[src/rtl/atom_mem_arbiter.sv]
// Two-to-one IMEM/DMEM arbiter onto one valid/ack memory port, with an optional no-ack watchdog.
// Define ATOM_ARB_ROUND_ROBIN_EN for round-robin on contention; otherwise DMEM has fixed priority.
module atom_mem_arbiter #(
   parameter int unsigned TIMEOUT_CYCLES = 0
) (
   input  logic        clk_i,
   input  logic        rst_ni,
   input  logic        imem_valid_i,
   input  logic [31:0] imem_addr_i,
   output logic [31:0] imem_data_o,
   output logic        imem_ack_o,
   input  logic        dmem_valid_i,
   input  logic [31:0] dmem_addr_i,
   input  logic [31:0] dmem_data_i,
   input  logic [3:0]  dmem_sel_i,
   input  logic        dmem_we_i,
   output logic [31:0] dmem_data_o,
   output logic        dmem_ack_o,
   output logic        mem_valid_o,
   output logic [31:0] mem_addr_o,
   output logic [31:0] mem_data_o,
   output logic [3:0]  mem_sel_o,
   output logic        mem_we_o,
   input  logic [31:0] mem_data_i,
   input  logic        mem_ack_i,
   output logic        timeout_o
);

   localparam int unsigned CNT_W = 16;
   localparam bit WDOG_EN = (TIMEOUT_CYCLES != 0);
   localparam logic [CNT_W-1:0] LAST_CNT = CNT_W'(TIMEOUT_CYCLES - 1);

   typedef enum logic [1:0] {
      IDLE   = 2'd0,
      BUSY_I = 2'd1,
      BUSY_D = 2'd2
   } state_e;

   state_e            state_q, state_d;
   logic [CNT_W-1:0]  cnt_q, cnt_d;
   logic              expire_c;
   logic              prefer_dmem_c;

   // Watchdog fires on the last allowed BUSY cycle; a real ack in that cycle wins.
   assign expire_c = WDOG_EN && (state_q != IDLE) && !mem_ack_i && (cnt_q == LAST_CNT);

`ifdef ATOM_ARB_ROUND_ROBIN_EN
   logic last_dmem_q, last_dmem_d;

   always_comb begin
      last_dmem_d = last_dmem_q;
      if (state_q == IDLE && state_d != IDLE) begin
         last_dmem_d = (state_d == BUSY_D);
      end
   end

   always_ff @(posedge clk_i or negedge rst_ni) begin
      if (!rst_ni) begin
         last_dmem_q <= 1'b0;
      end else begin
         last_dmem_q <= last_dmem_d;
      end
   end

   assign prefer_dmem_c = ~last_dmem_q;
`else
   assign prefer_dmem_c = 1'b1;
`endif

   // Next state and watchdog count
   always_comb begin
      state_d = state_q;
      cnt_d   = cnt_q;
      case (state_q)
         IDLE: begin
            cnt_d = '0;
            if (imem_valid_i && dmem_valid_i) begin
               state_d = prefer_dmem_c ? BUSY_D : BUSY_I;
            end else if (imem_valid_i) begin
               state_d = BUSY_I;
            end else if (dmem_valid_i) begin
               state_d = BUSY_D;
            end
         end
         BUSY_I, BUSY_D: begin
            if (mem_ack_i || expire_c) begin
               state_d = IDLE;
               cnt_d   = '0;
            end else begin
               cnt_d = cnt_q + CNT_W'(1);
            end
         end
         default: begin
            state_d = IDLE;
            cnt_d   = '0;
         end
      endcase
   end

   always_ff @(posedge clk_i or negedge rst_ni) begin
      if (!rst_ni) begin
         state_q <= IDLE;
         cnt_q   <= '0;
      end else begin
         state_q <= state_d;
         cnt_q   <= cnt_d;
      end
   end

   // Port steering decoded from the registered grant state
   always_comb begin
      mem_valid_o = 1'b0;
      mem_addr_o  = '0;
      mem_data_o  = '0;
      mem_sel_o   = '0;
      mem_we_o    = 1'b0;
      imem_ack_o  = 1'b0;
      imem_data_o = '0;
      dmem_ack_o  = 1'b0;
      dmem_data_o = '0;
      timeout_o   = expire_c;
      case (state_q)
         BUSY_I: begin
            mem_valid_o = 1'b1;
            mem_addr_o  = imem_addr_i;
            mem_sel_o   = 4'hF;
            imem_ack_o  = mem_ack_i | expire_c;
            imem_data_o = expire_c ? 32'h0 : mem_data_i;
         end
         BUSY_D: begin
            mem_valid_o = 1'b1;
            mem_addr_o  = dmem_addr_i;
            mem_data_o  = dmem_data_i;
            mem_sel_o   = dmem_sel_i;
            mem_we_o    = dmem_we_i;
            dmem_ack_o  = mem_ack_i | expire_c;
            dmem_data_o = expire_c ? 32'h0 : mem_data_i;
         end
         default: begin
            timeout_o = 1'b0;
         end
      endcase
   end

endmodule

[config.mk]
export PLATFORM = sky130hd
export DESIGN_NAME = atom_mem_arbiter
export DESIGN_NICKNAME = d
export VERILOG_FILES = /design/src/rtl/atom_mem_arbiter.sv
export SDC_FILE = /design/constraint.sdc
export NUM_CORES = 1
export LEC_CHECK = 0
export ABC_AREA = 1
export CAP_MARGIN = 10
export CORE_AREA = 2 2 107 109
export DETAILED_ROUTE_END_ITERATION = 16
export DIE_AREA = 0 0 109 111
export PLACE_DENSITY = 0.61
export SYNTH_ARGS = -nofsm -noshare
export SYNTH_HDL_FRONTEND = slang
export SYNTH_SLANG_ARGS = --single-unit
[constraint.sdc]
create_clock -name clk_i -period 3.4 [get_ports clk_i]
set_clock_uncertainty 0.15 [all_clocks]
set_input_delay 0.68 -clock clk_i [delete_from_list [all_inputs] [get_ports clk_i]]
set_output_delay 0.68 -clock clk_i [all_outputs]
set_load 0.005 [all_outputs]
After elaboration in Yosys (flattened, before gate mapping):

Index checks and enable logic that the tools add are counted.

* bits in registers: 2
* input port bits: 138
* output and inout port bits: 137
* word-level logic and storage cells: 23

* equal/unequal tests: 4
* muxes and demuxes: 14
* reductions and logical operators: 4

Operators with widths (count)
* $mux W32: 3
* $pmux W32 S2: 1
* $mux W2: 4
* $pmux W4 S2: 1
* $mux W1: 4
* $ne A4 B4 Y1 const B: 1
* $pmux W2 S2: 1
* $eq A2 B1 Y1 const B: 1
* $eq A2 B2 Y1 const B: 1
* $logic_not A2 Y1: 1
* $ne A2 B1 Y1 const B: 1
* $reduce_and A2 Y1: 1
* $reduce_or A2 Y1: 1
* $logic_and A1 B1 Y1: 1

Depth between registers and ports, before layout:

Gate-level depths: netlist of the first run.

* depth after elaboration: 4
* depth in mapped cells: 6

Worst setup path after synthesis of the first run:

OpenSTA, ideal clock, no wires.

* kind: reg-to-output
* start point: register state_q[0]
* end point: output port mem_addr_o[10]
* arrival time: 1.207 ns
* slack: 1.363 ns
* cell stages (with the launch flop): 6
* buffers on the path: 1
* path through: dfrtp_1 > inv_1 > ha_1 > inv_2 > clkbuf_1 > a21oi_1

* cells in the longest elaborated chain, start to end: 2
* elaborated cells between the ends (all ways): 3
* those cells by class: 2 x eq/ne; 1 x mux

RTL lines
* from (decl): line 39 `state_e state_q, state_d;`
* from (signal assigned): line 105 `state_q <= state_d;`
* $eq A2 B2 Y1 or $eq A2 B1 Y1 (tied branches): line 122 `case (state_q)`
* $pmux W32 S2 (*): line 122
* to (decl): line 20 `output logic [31:0] mem_addr_o,`

Every way passes the cells marked *; elsewhere a longest branch is shown, timed or not.

Worst setup path after layout of the first run:

* start point: register state_q[1]
* end point: output port mem_addr_o[19]

The elaborated chain is that of the path after synthesis.

==> results.sh, run 1 <==
export IMPL_start_kind="flop"
export IMPL_path_clk_slew_ps=30
export IMPL_hp_start="state_q[0]$_DFFE_PN0P_"
export IMPL_use_met2_pct=24.6
export IMPL_num_rows=39
export IMPL_cts_root_buffer="clkbuf_16"
export IMPL_area_growth_pct=202
export IMPL_crit_required_ps=2570
export IMPL_antennaDiodeCount=0
export IMPL_htreeDepth=1
export IMPL_cts_sinks=2
export IMPL_io_pin_count=275
export IMPL_pwr_density_cell_nw_per_um2=477
export IMPL_utilization_pct=39.7
export IMPL_post_place_ws_ps=600
export IMPL_cts_buffer_depth=2
export IMPL_first_pass_iters=4
export IMPL_rsz0062_at_grt="false"
export IMPL_grt_first_pass_wirelength_um=12300
export IMPL_gp_congestion=0.854
export IMPL_async_flop_share_pct=100
export IMPL_tns_ps=0
export IMPL_synth_top_cell_by_area="nand2_1"
export IMPL_ant_nets=0
export IMPL_ys_seq_area_share_pct=3.43
export IMPL_remaining_drc_errors=0
export IMPL_top_usage_layer="met2"
export IMPL_use_met3_pct=3.41
export IMPL_tritoncts="done"
export IMPL_yosys_most_used_dff="dfrtp_1"
export IMPL_core_area_um2=11100
export IMPL_antenna_found_initial=0
export IMPL_ys_warn_count=0
export IMPL_postCtsHoldBufs=0
export IMPL_postCtsSetupBuffers=0
export IMPL_largest_register="state_q"
export IMPL_maxSlewHeadroom_pct=58.6
export IMPL_period_share_pct=87.2
export IMPL_power_total_mw=2.10
export IMPL_drtIter0Drc=121
export IMPL_worstMarginPinSlew_ps=620
export IMPL_crit_type="reg -> out"
export IMPL_path_buf_inv=3
export IMPL_start_util_pct=13.2
export IMPL_first_global_vias=2628
export IMPL_wl_um=8390
export IMPL_io_buffers=273
export IMPL_cts_buffers=3
export IMPL_synthesis_area_um2=1460
export IMPL_die_area_um2=12100
export IMPL_ys_ff_latch=2
export IMPL_path_max_fanout=36
export IMPL_leakage_nw=2.32
export IMPL_synthDistinctLibCells=12
export IMPL_timing_final_ws_setup_ps=435
export IMPL_synthesis_nets=487
export IMPL_reg_largest_list="state_q x2"
export IMPL_cp_end_kind="primary output"
export IMPL_synth_edff_count=0
export IMPL_min_period_ps=2960
export IMPL_vias=2830
export IMPL_r2r_start="state_q[1]$_DFFE_PN0P_"
export IMPL_grt_max_degree=50
export IMPL_largest_reg_flops=2
export IMPL_overflow=0
export IMPL_finalHoldViolCount=0
export IMPL_crit_path_top_delay_cell="inv_2"
export IMPL_fin_nets=748
export IMPL_cp_cell_sequence="inv_1 -> ha_1 -> inv_2 -> a21oi_1 -> clkdlybuf4s50_1"
export IMPL_wl_per_cell_um=11.2
export IMPL_status="finished clean"
export IMPL_cp_startpoint="state_q[1]$_DFFE_PN0P_"
export IMPL_die_x_um=109
export IMPL_slowest_delay_ps=480
export IMPL_cap_violations=0
export IMPL_dpl_hpwl_um=7140
export IMPL_synth_avg_cell_area_um2=4.22
export IMPL_syn_instance_count=346
export IMPL_drive_gt1_share_pct=1.82
export IMPL_grt_usage_pct=12.3
export IMPL_met1_usage_pct=12.3
export IMPL_holdCritPathClass="reg -> reg"
export IMPL_finalSetupViolCount=0
export IMPL_cts_resized=0
export IMPL_synth_top_area_share_pct=44.5
export IMPL_worstPathArrival_ps=2130
export IMPL_fmax_mhz=337
export IMPL_cpLargestDelayFamily="buffers and inverters"
export IMPL_synth_common_cells="nand2_1 (173), inv_1 (105), a21oi_1 (36), buf_2 (15), buf_4 (6)"
export IMPL_finalMaxSlewViolations=0
export IMPL_routed_via_density=3.78
export IMPL_insertion_delay_ps=220
export IMPL_yosysMostFrequentCell="nand2_1"
export IMPL_die_h_um=111
export IMPL_synth_area_leaders="nand2_1 (45%), inv_1 (27%), a21oi_1 (12%)"
export IMPL_vdd_ir_drop_max_uv=499
worst paths after layout:
path	end	slack [ps]	cells past startpoint
setup / recovery	mem_addr_o[19]	440	5
hold / removal	state_q[0]$_DFFE_PN0P_	370	2
setup reg to reg	state_q[0]$_DFFE_PN0P_	2010	6
hold reg to reg	state_q[0]$_DFFE_PN0P_	370	2
max in group asynchronous	state_q[0]$_DFFE_PN0P_	2480	1
min in group asynchronous	state_q[1]$_DFFE_PN0P_	490	1
area by class of cell:
type,instances,area [µm²]
Tap cell,143,179
Clock buffer,3,75.1
Inverter,106,398
Sequential cell,2,50.0
Multi-Input combinational cell,216,902
Timing Repair Buffer,278,2800
Fill cell,1165,6680
worst register-to-register path, delay by kind of cell (launching register included):
| kind | cells | cell delay [ps] |
|---|---|---|
| adder cells (fa/ha/maj) | 1 | 320 |
| buffers and inverters | 1 | 90 |
| flip-flops | 1 | 390 |
| AND/OR/NAND/NOR | 4 | 320 |
stage by stage:
stage / cell area, µm² / hold slack, ps / instances
after floorplan: 1460 / 234 / 346
after global placement: 4320 / 340 / 745
after detailed placement: 4320 / 362 / 745
after CTS: 4400 / 378 / 748
after global routing: 4400 / 410 / 748
final: 4400 / 368 / 748
layout by cell type, fill, tap and decap left out:
cell type	n
clkdlybuf4s50_1	273
ha_1	1
nand3_1	2
nand4_1	1
buf_4	3
dfrtp_1	2
buf_12	2
inv_1	105
ha_4	1
a21oi_1	36
nand2_1	173
clkbuf_16	3
ha_2	1
inv_2	1
conb_1	1
report_power, final:
| part | switching, mW | internal, mW | leakage [nW] | total, mW |
|---|---|---|---|---|
| sequential | 0.0102 | 0.0339 | 0.0259 | 0.0441 |
| combinational | 0.847 | 1.03 | 2.25 | 1.88 |
| clock | 0.0258 | 0.150 | 0.0370 | 0.175 |
routing by layer:
layer / wire length, µm / up-vias
met5: 0 / -
met2: 4360 / 142
met3: 977 / 8
met4: 91 / 0
li1: - / 1470
met1: 2960 / 1210
cell families (layout without fill, tap and decap cells):
group	after synthesis	after routing	synth area share (%)
other	1	1	0.257
adders and majority gates	3	3	2.57
DFF	2	2	3.43
AOI/OAI and AO/OA	36	36	12.3
and+or+nand+nor	176	176	45.6
buffers and inverters	128	387	35.8
Power figures use the tool's default switching activity.
==> inputs of run 2 (changes only) <==
CORE_AREA = 4 4 106 108   (was 2 2 107 109)
DIE_AREA = 0 0 110 112   (was 0 0 109 111)
PLACE_DENSITY = 0.64   (was 0.61)
==> run 2 against run 1 <==
  * Sequential share of layout area hardly changed
  * Non-clock buffer count is 1 higher
  * Flip-flop and latch count stayed put
  * Highest routed layer unchanged
  * Cell count is 0.80% lower
  * Largest cell class unchanged
==> results.sh, run 2 (synthesis results as in run 1) <==
export IMPL_rr_worst_depth=6
export IMPL_finalHoldViolCount=0
export IMPL_largest_reg_flops=2
export IMPL_wl_per_cell_um=12.1
export IMPL_io_pin_count=275
export IMPL_pwr_density_cell_nw_per_um2=468
export IMPL_hold_slack_ps=362
export IMPL_final_cell_mix="clkdlybuf4s50_1 (273), nand2_1 (173), inv_1 (105)"
export IMPL_io_buffers=273
export IMPL_cts_buffer_depth=2
export IMPL_die_h_um=112
export IMPL_postCtsSetupBuffers=0
export IMPL_reg_largest_list="state_q x2"
export IMPL_regToRegEndpoint="state_q[1]$_DFFE_PN0P_"
export IMPL_place_area_um2=4310
export IMPL_period_share_pct=86.6
export IMPL_tritoncts="done"
export IMPL_start_kind="flop"
export IMPL_ant_nets=0
export IMPL_path_max_fanout=19
export IMPL_grt_max_degree=60
export IMPL_hp_start="state_q[0]$_DFFE_PN0P_"
export IMPL_min_period_ps=2940
export IMPL_finalMaxSlewViolations=0
export IMPL_holdCritPathClass="reg -> reg"
export IMPL_area_growth_pct=198
export IMPL_die_area_um2=12300
export IMPL_cts_resized=0
export IMPL_power_total_mw=2.04
export IMPL_path_clk_slew_ps=30
export IMPL_dpl_hpwl_um=7850
export IMPL_largest_register="state_q"
export IMPL_routed_via_density=3.76
export IMPL_crit_type="reg -> out"
export IMPL_finalSetupViolCount=0
export IMPL_r2r_start="state_q[0]$_DFFE_PN0P_"
export IMPL_fmax_mhz=340
export IMPL_htreeDepth=1
export IMPL_first_global_vias=2766
export IMPL_vdd_ir_drop_max_uv=479
export IMPL_drtIter0Drc=161
export IMPL_final_common_cell="clkdlybuf4s50_1"
export IMPL_wl_um=9010
export IMPL_postCtsHoldBufs=0
export IMPL_status="finished clean"
export IMPL_insertion_delay_ps=210
export IMPL_core_area_um2=10200
export IMPL_r2r_slack_ps=2020
export IMPL_num_rows=37
export IMPL_gp_congestion=0.858
export IMPL_cp_end_kind="primary output"
export IMPL_leakage_nw=2.30
export IMPL_remaining_drc_errors=0
export IMPL_drive_gt1_share_pct=1.98
export IMPL_grt_first_pass_wirelength_um=13600
export IMPL_cts_root_buffer="clkbuf_8"
export IMPL_cts_buffers=3
export IMPL_overflow=0
export IMPL_holdPathStages=2
export IMPL_crit_required_ps=2570
export IMPL_antenna_found_initial=0
export IMPL_cap_violations=0
export IMPL_worstPathArrival_ps=2110
export IMPL_final_area_um2=4350
export IMPL_first_pass_iters=4
export IMPL_hold_end="state_q[0]$_DFFE_PN0P_"
export IMPL_rsz0062_at_grt="false"
export IMPL_tns_ps=0
export IMPL_die_x_um=110
export IMPL_antennaDiodeCount=0
export IMPL_start_util_pct=14.3
export IMPL_grt_usage_pct=13.5
export IMPL_fin_nets=749
export IMPL_vias=2789
export IMPL_cts_sinks=2
[run 2: how the worst max path moves through the flow]
stage / start / to
finish: state_q[0]$_DFFE_PN0P_ / mem_addr_o[23]
global route: state_q[1]$_DFFE_PN0P_ / mem_addr_o[30]
CTS: state_q[1]$_DFFE_PN0P_ / mem_addr_o[23]
detailed placement: imem_addr_i[9] / mem_addr_o[9]
global placement: imem_addr_i[6] / mem_addr_o[6]
floorplan: state_q[0]$_DFFE_PN0P_ / mem_addr_o[10]
[run 2: layout make-up]
type                    count  area (µm²)
clock buffers               3        41.3
fillers                  1061        5880
inverters                 106         398
multi-input cells         216         902
flip-flops and latches      2        50.0
well taps                 136         170
repair buffers            279        2790
[run 2: where the power goes]
part,switching (mW),internal [mW]
Clock,0.0184,0.0748
Combinational,0.869,1.03
Sequential,0.0102,0.0339
Total,0.898,1.14
[run 2: per-layer routing]
| metal | GRT usage (%) | wire length (µm) |
|---|---|---|
| met5 | 0 | 0 |
| met1 | 14.2 | 3240 |
| met4 | 2.08 | 94 |
| met3 | 3.59 | 878 |
| met2 | 26.5 | 4790 |
[run 2: critical path: stages (launching register included)]
cell and delay [ps]:
dfrtp_1 360, inv_1 90, ha_1 340, inv_2 330, buf_4 250, a21oi_1 70, clkdlybuf4s50_1 450
[run 2: metrics by stage]
stage	setup WS (ps)	util, %	cells
floorplan	1360	-	346
global placement	631	42.1	739
detailed placement	628	42.1	739
CTS	439	42.5	742
global route	305	42.5	742
finish	455	42.5	742
